--- config.mk ---
export PLATFORM = sky130hd
export DESIGN_NAME = ps2_key_decoder
export DESIGN_NICKNAME = d
export VERILOG_FILES = /design/src/rtl/ps2_key_decoder_pkg.sv /design/src/rtl/ps2_key_decoder_key_repeat.sv /design/src/rtl/ps2_key_decoder.sv
export SDC_FILE = /design/constraint.sdc
export NUM_CORES = 1
export LEC_CHECK = 0
export CORE_ASPECT_RATIO = 0.9
export CORE_MARGIN = 2
export CORE_UTILIZATION = 60
export DETAILED_ROUTE_END_ITERATION = 6
export PLACE_DENSITY = 0.86
export SYNTH_ARGS = -nofsm -noshare
export SYNTH_HDL_FRONTEND = slang
export SYNTH_SLANG_ARGS = --single-unit
--- constraint.sdc ---
create_clock -name clk -period 4.8 [get_ports clk]
set_clock_uncertainty 0.15 [all_clocks]
set_input_delay 1.44 -clock clk [delete_from_list [all_inputs] [get_ports clk]]
set_output_delay 1.44 -clock clk [all_outputs]
set_load 0.01 [all_outputs]
--- src/rtl/ps2_key_decoder_pkg.sv ---
// Shared definitions for the PS/2 key decoder: prefix FSM states, special
// scancode bytes, default game-key codes and the repeat timer width.
package ps2_key_decoder_pkg;

    typedef enum logic [1:0] {
        ST_IDLE    = 2'd0,
        ST_EXT     = 2'd1,
        ST_BRK     = 2'd2,
        ST_EXT_BRK = 2'd3
    } ps2_state_e;

    localparam logic [7:0] BYTE_EXT    = 8'hE0;
    localparam logic [7:0] BYTE_BRK    = 8'hF0;
    localparam logic [7:0] BYTE_PAUSE  = 8'hE1;
    localparam logic [7:0] BYTE_BAT_OK = 8'hAA;
    localparam logic [7:0] BYTE_ACK    = 8'hFA;
    localparam logic [7:0] BYTE_ECHO   = 8'hEE;
    localparam logic [7:0] BYTE_RESEND = 8'hFE;
    localparam logic [7:0] BYTE_ERR0   = 8'h00;
    localparam logic [7:0] BYTE_ERR1   = 8'hFF;

    localparam logic [7:0] DEF_KEY_DOWN  = 8'h32;
    localparam logic [7:0] DEF_KEY_LEFT  = 8'h34;
    localparam logic [7:0] DEF_KEY_RIGHT = 8'h36;
    localparam logic [7:0] DEF_KEY_ROT   = 8'h1D;
    localparam logic [7:0] DEF_KEY_DROP  = 8'h29;

    localparam int TIMER_W = 24;

    // Keyboard status/response bytes that never start a key event.
    function automatic logic is_ctrl_byte(input logic [7:0] b);
        return (b == BYTE_BAT_OK) || (b == BYTE_ACK) || (b == BYTE_ECHO) ||
               (b == BYTE_RESEND) || (b == BYTE_ERR0) || (b == BYTE_ERR1) ||
               (b == BYTE_PAUSE);
    endfunction

endpackage

--- src/rtl/ps2_key_decoder_key_repeat.sv ---
// Auto-repeat generator for one game key: pulse on fresh make, then after
// REPEAT_DELAY cycles and every REPEAT_RATE cycles while the key stays held.
module ps2_key_decoder_key_repeat
    import ps2_key_decoder_pkg::*;
#(
    parameter int unsigned REPEAT_DELAY = 6250000,
    parameter int unsigned REPEAT_RATE  = 1250000
) (
    input  logic clk,
    input  logic rst,
    input  logic held,
    input  logic make,
    input  logic brk,
    output logic pulse
);

    localparam logic [TIMER_W-1:0] DELAY_LD = TIMER_W'(REPEAT_DELAY - 1);
    localparam logic [TIMER_W-1:0] RATE_LD  = TIMER_W'(REPEAT_RATE - 1);

    logic [TIMER_W-1:0] timer;

    always_ff @(posedge clk or posedge rst) begin
        if (rst) begin
            timer <= '0;
            pulse <= 1'b0;
        end else begin
            pulse <= 1'b0;
            if (brk) begin
                // A release wins over an expiry landing in the same cycle.
                timer <= '0;
            end else if (make && !held) begin
                timer <= DELAY_LD;
                pulse <= 1'b1;
            end else if (held) begin
                if (timer == '0) begin
                    timer <= RATE_LD;
                    pulse <= 1'b1;
                end else begin
                    timer <= timer - 1'b1;
                end
            end
        end
    end

endmodule

--- src/rtl/ps2_key_decoder.sv ---
// Pops scancode bytes from the PS/2 receive FIFO, strips E0/F0 prefixes into
// make/break events and turns the game keys into held state and command pulses.
//
//   state      | meaning
//   ST_IDLE    | waiting for the first byte of an event
//   ST_EXT     | E0 seen, next non-prefix byte is an extended make
//   ST_BRK     | F0 seen, next byte is a break
//   ST_EXT_BRK | E0 F0 seen, next byte is an extended break
module ps2_key_decoder
    import ps2_key_decoder_pkg::*;
#(
    parameter int unsigned REPEAT_DELAY = 6250000,
    parameter int unsigned REPEAT_RATE  = 1250000,
    parameter logic [7:0]  KEY_DOWN     = DEF_KEY_DOWN,
    parameter logic [7:0]  KEY_LEFT     = DEF_KEY_LEFT,
    parameter logic [7:0]  KEY_RIGHT    = DEF_KEY_RIGHT,
    parameter logic [7:0]  KEY_ROT      = DEF_KEY_ROT,
    parameter logic [7:0]  KEY_DROP     = DEF_KEY_DROP
) (
    input  logic       clk,
    input  logic       rst,
    input  logic       fifo_empty,
    input  logic [7:0] fifo_data,
    output logic       fifo_rd,
    output logic       key_valid,
    output logic [7:0] key_code,
    output logic       key_ext,
    output logic       key_break,
    output logic [4:0] held,
    output logic       down_pulse,
    output logic       left_pulse,
    output logic       right_pulse,
    output logic       rot_pulse,
    output logic       drop_pulse
);

    ps2_state_e state, state_nx;
    logic       consume;
    logic       evt, evt_ext, evt_brk;
    logic [4:0] key_hit, key_make, key_brk;

    assign consume = fifo_rd && !fifo_empty;

    always_comb begin
        state_nx = state;
        evt      = 1'b0;
        evt_ext  = 1'b0;
        evt_brk  = 1'b0;
        if (consume) begin
            case (state)
                ST_IDLE: begin
                    if (fifo_data == BYTE_EXT)      state_nx = ST_EXT;
                    else if (fifo_data == BYTE_BRK) state_nx = ST_BRK;
                    else if (!is_ctrl_byte(fifo_data)) evt = 1'b1;
                end
                ST_EXT: begin
                    if (fifo_data == BYTE_BRK)      state_nx = ST_EXT_BRK;
                    else if (fifo_data != BYTE_EXT) begin
                        evt      = 1'b1;
                        evt_ext  = 1'b1;
                        state_nx = ST_IDLE;
                    end
                end
                ST_BRK: begin
                    state_nx = ST_IDLE;
                    if (fifo_data != BYTE_EXT && fifo_data != BYTE_BRK) begin
                        evt     = 1'b1;
                        evt_brk = 1'b1;
                    end
                end
                default: begin
                    state_nx = ST_IDLE;
                    if (fifo_data != BYTE_EXT && fifo_data != BYTE_BRK) begin
                        evt     = 1'b1;
                        evt_ext = 1'b1;
                        evt_brk = 1'b1;
                    end
                end
            endcase
        end
    end

    // Game keys are only ever the non-extended codes.
    assign key_hit  = {fifo_data == KEY_DROP, fifo_data == KEY_ROT,
                       fifo_data == KEY_RIGHT, fifo_data == KEY_LEFT,
                       fifo_data == KEY_DOWN};
    assign key_make = (evt && !evt_ext && !evt_brk) ? key_hit : 5'b0;
    assign key_brk  = (evt && !evt_ext &&  evt_brk) ? key_hit : 5'b0;

    always_ff @(posedge clk or posedge rst) begin
        if (rst) begin
            state      <= ST_IDLE;
            fifo_rd    <= 1'b0;
            key_valid  <= 1'b0;
            key_code   <= 8'h00;
            key_ext    <= 1'b0;
            key_break  <= 1'b0;
            held       <= 5'b0;
            rot_pulse  <= 1'b0;
            drop_pulse <= 1'b0;
        end else begin
            state      <= state_nx;
            fifo_rd    <= !fifo_empty && !fifo_rd;
            key_valid  <= evt;
            if (evt) begin
                key_code  <= fifo_data;
                key_ext   <= evt_ext;
                key_break <= evt_brk;
            end
            held       <= (held | key_make) & ~key_brk;
            rot_pulse  <= key_make[3] && !held[3];
            drop_pulse <= key_make[4] && !held[4];
        end
    end

    ps2_key_decoder_key_repeat #(.REPEAT_DELAY(REPEAT_DELAY), .REPEAT_RATE(REPEAT_RATE)) u_rep_down (
        .clk(clk), .rst(rst), .held(held[0]), .make(key_make[0]), .brk(key_brk[0]), .pulse(down_pulse)
    );

    ps2_key_decoder_key_repeat #(.REPEAT_DELAY(REPEAT_DELAY), .REPEAT_RATE(REPEAT_RATE)) u_rep_left (
        .clk(clk), .rst(rst), .held(held[1]), .make(key_make[1]), .brk(key_brk[1]), .pulse(left_pulse)
    );

    ps2_key_decoder_key_repeat #(.REPEAT_DELAY(REPEAT_DELAY), .REPEAT_RATE(REPEAT_RATE)) u_rep_right (
        .clk(clk), .rst(rst), .held(held[2]), .make(key_make[2]), .brk(key_brk[2]), .pulse(right_pulse)
    );

endmodule
After elaboration in Yosys (flattened, before gate mapping)
Index checks and enable logic that the tools add are counted.

Flip-flop bits (word level): 96. Latch bits: 0. Bits in writable memories: 0. Memory bits (read-only): 0. Bits of input ports: 11. Output and inout port bits: 22. Logic and storage cells: 120. Memories kept: 0.

Add/subtract/negate cells: 3. Multiply operators: 0. Divide/modulo/power cells: 0. Order comparisons: 0. Eq/ne operators: 19. Shifts and indexed selects: 0. Muxes and demuxes: 43. Bitwise operators: 3. Reductions and logical operators: 37.

Operator list (count): 24-bit 2-to-1 mux (12); 24-bit logical NOT (3); 24-bit by 1-bit subtractor with 24-bit output, second input constant (3); 8-bit equality test, second input constant (8); 8-bit by 6-bit equality test with 1-bit output, second input constant (4); 1-bit 2-to-1 mux (22); 8-bit inequality test, second input constant (2); 1-bit logical AND (11); 5-bit 2-to-1 mux (2); 1-bit logical NOT (9); 3-bit nonzero test (3); 8-bit by 5-bit equality test with 1-bit output, second input constant (1); 8-bit logical NOT (1); 2-bit 2-to-1 mux (4); 1-bit logical OR (6); 3-bit inequality test, second input constant (2); 5-bit AND (1); 5-bit inverter (1); 5-bit bitwise OR (1); 1-bit case mux with 2 select lines (2); 2-bit case mux with 2 select lines (1); 2-bit OR reduction (2); 3-bit AND reduction (1); 2-bit by 1-bit equality test with 1-bit output, second input constant (1); other kinds (2) (2).

Depth between registers and ports, before layout
Gate-level depths: netlist of the first run.

Depth after elaboration: 18. Depth in mapped cells: 8.

Cells and area by module
Synthesis of the first run repeated with hierarchy kept, for this count alone.

Cells, all modules: 653. Area, all modules: 5844.4 um^2.

Modules (own cells, without submodules): ps2_key_decoder_key_repeat at u_rep_down ... (instances 2, cells an instance 172, area an instance 1531.5 um^2, seq. area each 625.6 um^2); ps2_key_decoder_key_repeat at u_rep_right (instances 1, cells an instance 186, area an instance 1626.6 um^2, seq. area each 625.6 um^2); ps2_key_decoder (instances 1, cells an instance 123, area an instance 1154.9 um^2, seq. area each 525.5 um^2).

Worst setup path before layout of the first run
Ideal clock, no wire load.

Kind: in2reg. Start point: input port fifo_data[3]. End point: register u_rep_down.timer[9]. Setup time: 0.122 ns. Arrival: 3.239 ns. Data required time: 4.528 ns. Setup slack: 1.290 ns. Stages on the path: 7. Path through: clkbuf_1 and4bb_2 nand3_1 nor3_4 nor2_4 or4_1 a32o_1.

Longest elaborated chain between the ends: 18. Elaborated cells between the ends (all ways): 42.

Ends and longest elaborated chain: start: declaration (RTL line ps2_key_decoder.sv:23) `input logic [7:0] fifo_data,`; 8-bit equality test (RTL line ps2_key_decoder_pkg.sv:32) `return (b == BYTE_BAT_OK) || (b == BYTE_ACK) || (b == BYTE_ECHO) ||`; 1-bit logical OR (3 in series) (RTL line ps2_key_decoder_pkg.sv:32); 1-bit logical OR (3 in series) (RTL line ps2_key_decoder_pkg.sv:33) `(b == BYTE_RESEND) || (b == BYTE_ERR0) || (b == BYTE_ERR1) ||`; 1-bit 2-to-1 mux (RTL line ps2_key_decoder.sv:54) `else if (!is_ctrl_byte(fifo_data)) evt = 1'b1;`; 1-bit 2-to-1 mux (RTL line ps2_key_decoder.sv:53) `else if (fifo_data == BYTE_BRK) state_nx = ST_BRK;`; 1-bit 2-to-1 mux (RTL line ps2_key_decoder.sv:52) `if (fifo_data == BYTE_EXT) state_nx = ST_EXT;`; 1-bit case mux with 2 select lines (RTL line ps2_key_decoder.sv:50) `case (state)`; 1-bit 2-to-1 mux (RTL line ps2_key_decoder.sv:49) `if (consume) begin`; 1-bit logical AND (RTL line ps2_key_decoder.sv:87, ps2_key_decoder.sv:88); 1-bit logical AND (RTL line ps2_key_decoder.sv:87) `assign key_make = (evt && !evt_ext && !evt_brk) ? key_hit : 5'b0;`; 5-bit 2-to-1 mux (RTL line ps2_key_decoder.sv:87); 1-bit logical AND (RTL line ps2_key_decoder_key_repeat.sv:31) `end else if (make && !held) begin`; 24-bit 2-to-1 mux (RTL line ps2_key_decoder_key_repeat.sv:31); 24-bit 2-to-1 mux (RTL line ps2_key_decoder_key_repeat.sv:28) `if (brk) begin`; end signal: assignment (RTL line ps2_key_decoder_key_repeat.sv:39) `timer <= timer - 1'b1;`; end: declaration (RTL line ps2_key_decoder_key_repeat.sv:20) `logic [TIMER_W-1:0] timer;`.

Parallel ways exist; a longest one is shown, timed or not. A chain may end at the register's enable or synchronous reset.

Worst setup path after layout of the first run
Start point: input port fifo_data[5]. End point: register u_rep_down.timer[9].

The elaborated chain is that of the path after synthesis.

==> results_dict.tcl, run 1 <==
set metrics [dict create \
    status "complete, but fails checks" \
    violations "design-rule violations" \
    n_antenna_cell 0 \
    cts_tree "yes" \
    yosysWarningCount 0 \
    rrSetupSlack_ns 1.76 \
    synthTopCellsByCount "dfrtp_1 (96), nor2_1 (70), o21ai_0 (62)" \
    peakVddDrop_mv 0.233 \
    drive_gt1_frac 0.0730 \
    critPathKind "in -> reg" \
    postSynthAreaPerCell_sq_um 8.63 \
    synth_most_common_cell "dfrtp_1" \
    postRouteAntennaNets 0 \
    hp-class "reg -> reg" \
    dieWidth_um 105 \
    clock_latency_ns 0.37 \
    yosys.area_share.simple 0.254 \
    path_cells "clkdlybuf4s50_1 > and4bb_2 > nand3_1 > nor3_4 > nor2_4 > or4_1 > a32o_1" \
    synthesis.area_sq_um 5470 \
    synth-adder-area-share 0.0137 \
    rsz0062_at_grt "no" \
    vias_per_cell 6.74 \
    synth_top_cell_area_share 0.439 \
    final_nets 683 \
    cts_made_buffers 9 \
    start_util 0.608 \
    synth_nets 651 \
    n_fill_cell 730 \
    synth.area.top_cells "dfrtp_1 (44%), o21ai_0 (5.7%), nor2_1 (4.8%)" \
    fin_cells 793 \
    area_growth_syn_to_layout_pct 12.2 \
    synth-compound-area-share 0.235 \
    whs_path_depth 1 \
    crit_slowest_cell "clkdlybuf4s50_1" \
    crit_required_ns 4.92 \
    wl_mm 14.3 \
    max_slew_margin 0.306 \
    synth_top_family_by_area "simple AND/OR/NAND/NOR gates" \
    ys_seq_elements 96 \
    power_density_nw_per_um2 372 \
    core_sq_um 9000 \
    min_from "u_rep_left.timer[23]" \
    cap_violations 0 \
    min_period_ns 3.95 \
    routedWlPerCell_um 18.0 \
    finalSetupTns_ns 0 \
    hpwl_mm 9.90 \
    drt-pass1-iter-count 7 \
    htree_levels 3 \
    tightest_slew_ns 1.03 \
    reg2reg_depth 8 \
    post-route-period-util 0.823 \
    clock_path_buffers 2 \
    synth_mux_area_frac 0.0197 \
    post-route-util 0.682 \
    hold_buffers 0 \
    post_cts_buffers 0 \
    cts.clk_slew.worst_paths_ns 0.10 \
    critical_path.endpoint_type "flip-flop" \
    synthXorXnorAreaFrac 0.00480 \
    crit_arrival_ns 4.07 \
    synth_edf_count 0 \
    antenna_found_initial 0 \
    grt_first_pass_wirelength_mm 24.4 \
    place_congestion 0.935 \
    die_area_sq_um 9900 \
    post_cts_resize_count 0 \
    yosysSeqAreaShare 0.439 \
    dp_cells 777 \
    rr_endpoint "u_rep_right.timer[22]" \
    async_flop_share 1.00 \
    critical_path.max_fanout 13 \
    max_freq_mhz 253 \
    grt_pass1_vias 5093 \
    ys_types 67 \
    grt_usage 0.303 \
    overflow 0 \
    drt_iter0_markers 470 \
    cts.sinks 96 \
    rr_startpoint "u_rep_right.timer[0]" \
    synthCells 634 \
    drc 1 \
    min_delay_worst_endpoint "u_rep_left.timer[23]" \
    drv_slew 0 \
    cp-start-kind "input pin" \
    io_buffers 32 \
    leakage_nw 2.48 \
    num_vias 5346 \
    crit_path_max_incr_delay_ns 0.76 \
    finalSetupViolCount 0 \
    synth_flop_cell "dfrtp_1" \
    rows 33 \
    yosysTopAreaCell "dfrtp_1" \
    die_h_um 94.6 \
    grt_start_max_net_pins 61 \
    io_pins 33 \
    cts_root_buffer "clkbuf_8" \
    hold_viol_final 0 \
]
routing by layer:
layer,share of wire,wire [um],GRT usage
met5,0,0,0
met4,0.022,312,0.0978
met3,0.10,1490,0.0766
met2,0.48,6840,0.508
met1,0.39,5630,0.391
area by class of cell:
type | count | area, sq um | area share
multi-input cells | 493 | 2890 | 0.470
well taps | 122 | 153 | 0.0249
clock inverters | 6 | 66.3 | 0.0108
flip-flops and latches | 96 | 2400 | 0.391
repair buffers | 44 | 410 | 0.0668
inverters | 22 | 85.1 | 0.0139
clock buffers | 10 | 138 | 0.0224
worst max-delay path, delay by kind of cell:
family                 cells  cell delay, ns
AO/OA/AOI/OAI              1            0.28
buffers and inverters      1            0.76
AND/OR/NAND/NOR            5            1.60
cell usage in the layout (no fill, tap or decap), types with 4 or more instances in the layout:
| cell type | synthesis | layout |
|---|---|---|
| dfrtp_1 | 96 | 96 |
| nor2_1 | 70 | 70 |
| o21ai_0 | 62 | 62 |
| nand2_1 | 55 | 55 |
| a21oi_1 | 50 | 50 |
| nor3_1 | 39 | 39 |
| clkdlybuf4s50_1 | 0 | 32 |
| nand3_1 | 24 | 24 |
| inv_1 | 21 | 20 |
| a31oi_1 | 17 | 17 |
| nor4_1 | 15 | 15 |
| o31ai_1 | 14 | 14 |
| or4_1 | 12 | 12 |
| buf_4 | 3 | 12 |
| or3_1 | 10 | 10 |
| a21o_1 | 10 | 10 |
| clkbuf_8 | 0 | 10 |
| nand2b_1 | 7 | 7 |
| a22o_1 | 7 | 7 |
| mux2_2 | 6 | 6 |
| ha_1 | 6 | 6 |
| nand4_1 | 4 | 4 |
| nand4b_1 | 4 | 4 |
| o2bb2ai_1 | 4 | 4 |
| a41oi_1 | 4 | 4 |
| mux2i_1 | 4 | 4 |
| a32o_1 | 4 | 4 |
state kept, by name (all words and copies together), names as in the netlist:
name               flops
u_rep_left.timer      24
rot_pulse              1
key_valid              1
u_rep_left.pulse       1
u_rep_right.pulse      1
key_code               8
key_ext                1
u_rep_down.timer      24
state                  2
held                   5
u_rep_down.pulse       1
drop_pulse             1
key_break              1
fifo_rd                1
u_rep_right.timer     24
worst max-delay path by stage:
stage / endpoint / from / slack (ns) / cells past startpoint
after floorplan: drop_pulse / rst / 0.70 / 1
after global placement: u_rep_down.timer[9] / fifo_data[5] / 0.65 / 7
after detailed placement: u_rep_down.timer[9] / fifo_data[5] / 0.54 / 7
after CTS: u_rep_down.timer[9] / fifo_data[5] / 0.93 / 7
after global routing: u_rep_down.timer[9] / fifo_data[5] / 0.73 / 7
final: u_rep_down.timer[9] / fifo_data[5] / 0.85 / 7
metrics by stage:
step / cell area (sq um) / total power, mW / setup slack [ns] / hold WS (ns)
2_1_floorplan: 5470 / 1.53 / 0.705 / 0.286
3_3_place_gp: 5940 / 1.68 / 0.651 / 0.311
3_5_place_dp: 5940 / 1.72 / 0.545 / 0.320
4_1_cts: 6140 / 2.28 / 0.926 / 0.339
5_1_grt: 6140 / 2.42 / 0.728 / 0.349
6_report: 6140 / 2.28 / 0.848 / 0.339
where the power goes:
group / total, mW / switching (mW) / internal, mW
Clock: 0.563 / 0.304 / 0.258
Combinational: 0.587 / 0.336 / 0.251
Sequential: 1.13 / 0.176 / 0.959
Total: 2.28 / 0.817 / 1.47
kinds of logic (layout without fill, tap and decap cells):
kind of cell / count (synthesis) / count (layout)
and+or+nand+nor: 269 / 269
buffers and inverters: 45 / 82
muxes: 10 / 10
adders and majority gates: 6 / 6
DFF: 96 / 96
xor gates and xnor gates: 3 / 3
AOI/OAI and AO/OA: 205 / 205
(Power assumes the default switching activity.)
==> run 2, diff against run 1 <==
==> constraint.sdc (replaced) <==
create_clock -name clk -period 3.8 [get_ports clk]
set_clock_uncertainty 0.15 [all_clocks]
set_input_delay 1.14 -clock clk [delete_from_list [all_inputs] [get_ports clk]]
set_output_delay 1.14 -clock clk [all_outputs]
set_load 0.01 [all_outputs]
==> run 2 against run 1 <==
Compared with the run above:
- total power is 23% higher
- global-route usage is 0.15 points higher
- routed wire length is 2.3% higher
- worst setup slack worse by 0.52 ns
- flip-flop and latch count stayed put
- largest power group unchanged
- largest cell class unchanged
- count of clock-buffer cells in the layout is 1 lower
- non-clock buffer count is 23 higher
- the flow now finishes without violations
- sequential share of layout area is 0.86 points lower
- combinational power is 30% higher
- critical endpoint is now u_rep_right.timer[12]
- register-to-register slack worse by 1.1 ns
- first-iteration DRC count is 13% lower
- worst hold slack worse by 0.0013 ns
==> results_dict.tcl, run 2 (same netlist as run 1, synthesis figures left out) <==
set metrics [dict create \
    post-route-util 0.698 \
    dp_cells 800 \
    drc 0 \
    cap_violations 0 \
    drt_iter0_markers 411 \
    htree_levels 3 \
    cp-start-kind "input pin" \
    wl_mm 14.6 \
    clock_path_buffers 2 \
    die_h_um 94.6 \
    postRouteAntennaNets 0 \
    n_fill_cell 716 \
    crit_slowest_cell "clkdlybuf4s50_1" \
    rsz0062_at_grt "no" \
    antenna_found_initial 0 \
    path_cells "clkdlybuf4s50_1 > or4_1 > nor4_2 > o21ai_1 > clkinv_1 > a21o_1 > a22o_1" \
    clock_latency_ns 0.38 \
    rows 33 \
    io_pins 33 \
    cts_root_buffer "clkbuf_8" \
    crit_path_max_incr_delay_ns 0.71 \
    die_area_sq_um 9900 \
    min_period_ns 3.48 \
    cts_tree "yes" \
    hp-class "reg -> reg" \
    cts.sinks 96 \
    n_antenna_cell 0 \
    place_congestion 0.941 \
    critical_path.max_fanout 11 \
    critical_path.endpoint_type "flip-flop" \
    drv_slew 0 \
    overflow 0 \
    hpwl_mm 10.5 \
    area_growth_syn_to_layout_pct 14.7 \
    finalSetupTns_ns 0 \
    leakage_nw 2.57 \
    grt_pass1_vias 5140 \
    total_power_mw 2.82 \
    power_density_nw_per_um2 449 \
    post_cts_resize_count 0 \
    critPathKind "in -> reg" \
    fin_cells 816 \
    final_nets 706 \
    grt_start_max_net_pins 47 \
    routedWlPerCell_um 17.9 \
    tightest_slew_ns 0.789 \
    grt_usage 0.305 \
    max_freq_mhz 288 \
    fin_hold_ws_ns 0.337 \
    cts_made_buffers 9 \
    layout_common_cells "dfrtp_1 (96), nor2_1 (70), o21ai_0 (62)" \
    grt_first_pass_wirelength_mm 24.4 \
    peakVddDrop_mv 0.249 \
    final_common_cell "dfrtp_1" \
    grtUsageMet1 0.393 \
    hold_buffers 0 \
    rrSetupSlack_ns 0.66 \
    post-route-period-util 0.915 \
    reg_top3 "u_rep_down.timer x24, u_rep_left.timer x24, u_rep_right.timer x24" \
    grt_use_met2 0.514 \
    core_sq_um 9000 \
    start_util 0.608 \
    hold_viol_final 0 \
    cts.clk_slew.worst_paths_ns 0.09 \
    post_cts_buffers 0 \
    crit_required_ns 3.91 \
    crit_arrival_ns 3.59 \
    drt-pass1-iter-count 5 \
    max_slew_margin 0.469 \
    dieWidth_um 105 \
    num_vias 5443 \
    finalSetupViolCount 0 \
    vias_per_cell 6.67 \
    grtUsageMet3 0.0683 \
    grt.busiest_layer "met2" \
    io_buffers 32 \
    drive_gt1_frac 0.104 \
    status "finished clean" \
]
==> run 2: cell types whose count changed in the layout (fill, tap and decap cells not counted) <==
cell / previous run / this run
buf_4: 12 / 35
clkbuf_8: 10 / 9
clkinv_4: 1 / 0
bufinv_16: 1 / 0
clkinvlp_4: 0 / 1
clkinv_2: 2 / 4
==> run 2: path summary, 6_finish.rpt <==
kind,start,end,cells after the start
max,fifo_data[3],u_rep_right.timer[12],7
min,held[4],drop_pulse,1
max reg2reg,u_rep_right.timer[0],u_rep_right.timer[22],8
min reg2reg,held[4],drop_pulse,1
max in group asynchronous,rst,u_rep_down.timer[21],3
min in group asynchronous,rst,u_rep_left.timer[16],2
==> run 2: area by class of cell <==
class / instances / area (sq um) / share of cell area
multi-input cells: 493 / 2890 / 0.460
clock inverters: 7 / 45.0 / 0.00717
clock buffers: 9 / 124 / 0.0197
repair buffers: 67 / 583 / 0.0929
flip-flops and latches: 96 / 2400 / 0.383
inverters: 22 / 85.1 / 0.0136
well taps: 122 / 153 / 0.0243
==> run 2: per-layer routing <==
| layer | up-vias | wire [um] |
|---|---|---|
| li1 | 2484 | - |
| met1 | 2625 | 6130 |
| met2 | 292 | 6980 |
| met3 | 42 | 1190 |
| met4 | 0 | 302 |
| met5 | - | 0 |
==> run 2: critical path, delay by kind of cell <==
kind,cells,cell delay (ns)
buffers and inverters,2,1.14
AND/OR/NAND/NOR,2,0.34
AO/OA/AOI/OAI,3,0.96
==> run 2: per-stage QoR <==
stage	area [sq um]	setup WS [ns]
CTS	6280	0.361
global route	6280	0.177
floorplan	5470	0.00463
finish	6280	0.323
detailed placement	6110	-0.00165
global placement	6110	0.0484
==> run 2: power by group <==
| part | internal, mW | switching, mW | total (mW) | leakage (nW) |
|---|---|---|---|---|
| clock | 0.238 | 0.375 | 0.613 | 0.0896 |
| sequential | 1.21 | 0.231 | 1.44 | 1.20 |
| combinational | 0.332 | 0.433 | 0.765 | 1.28 |
| total | 1.78 | 1.04 | 2.82 | 2.57 |
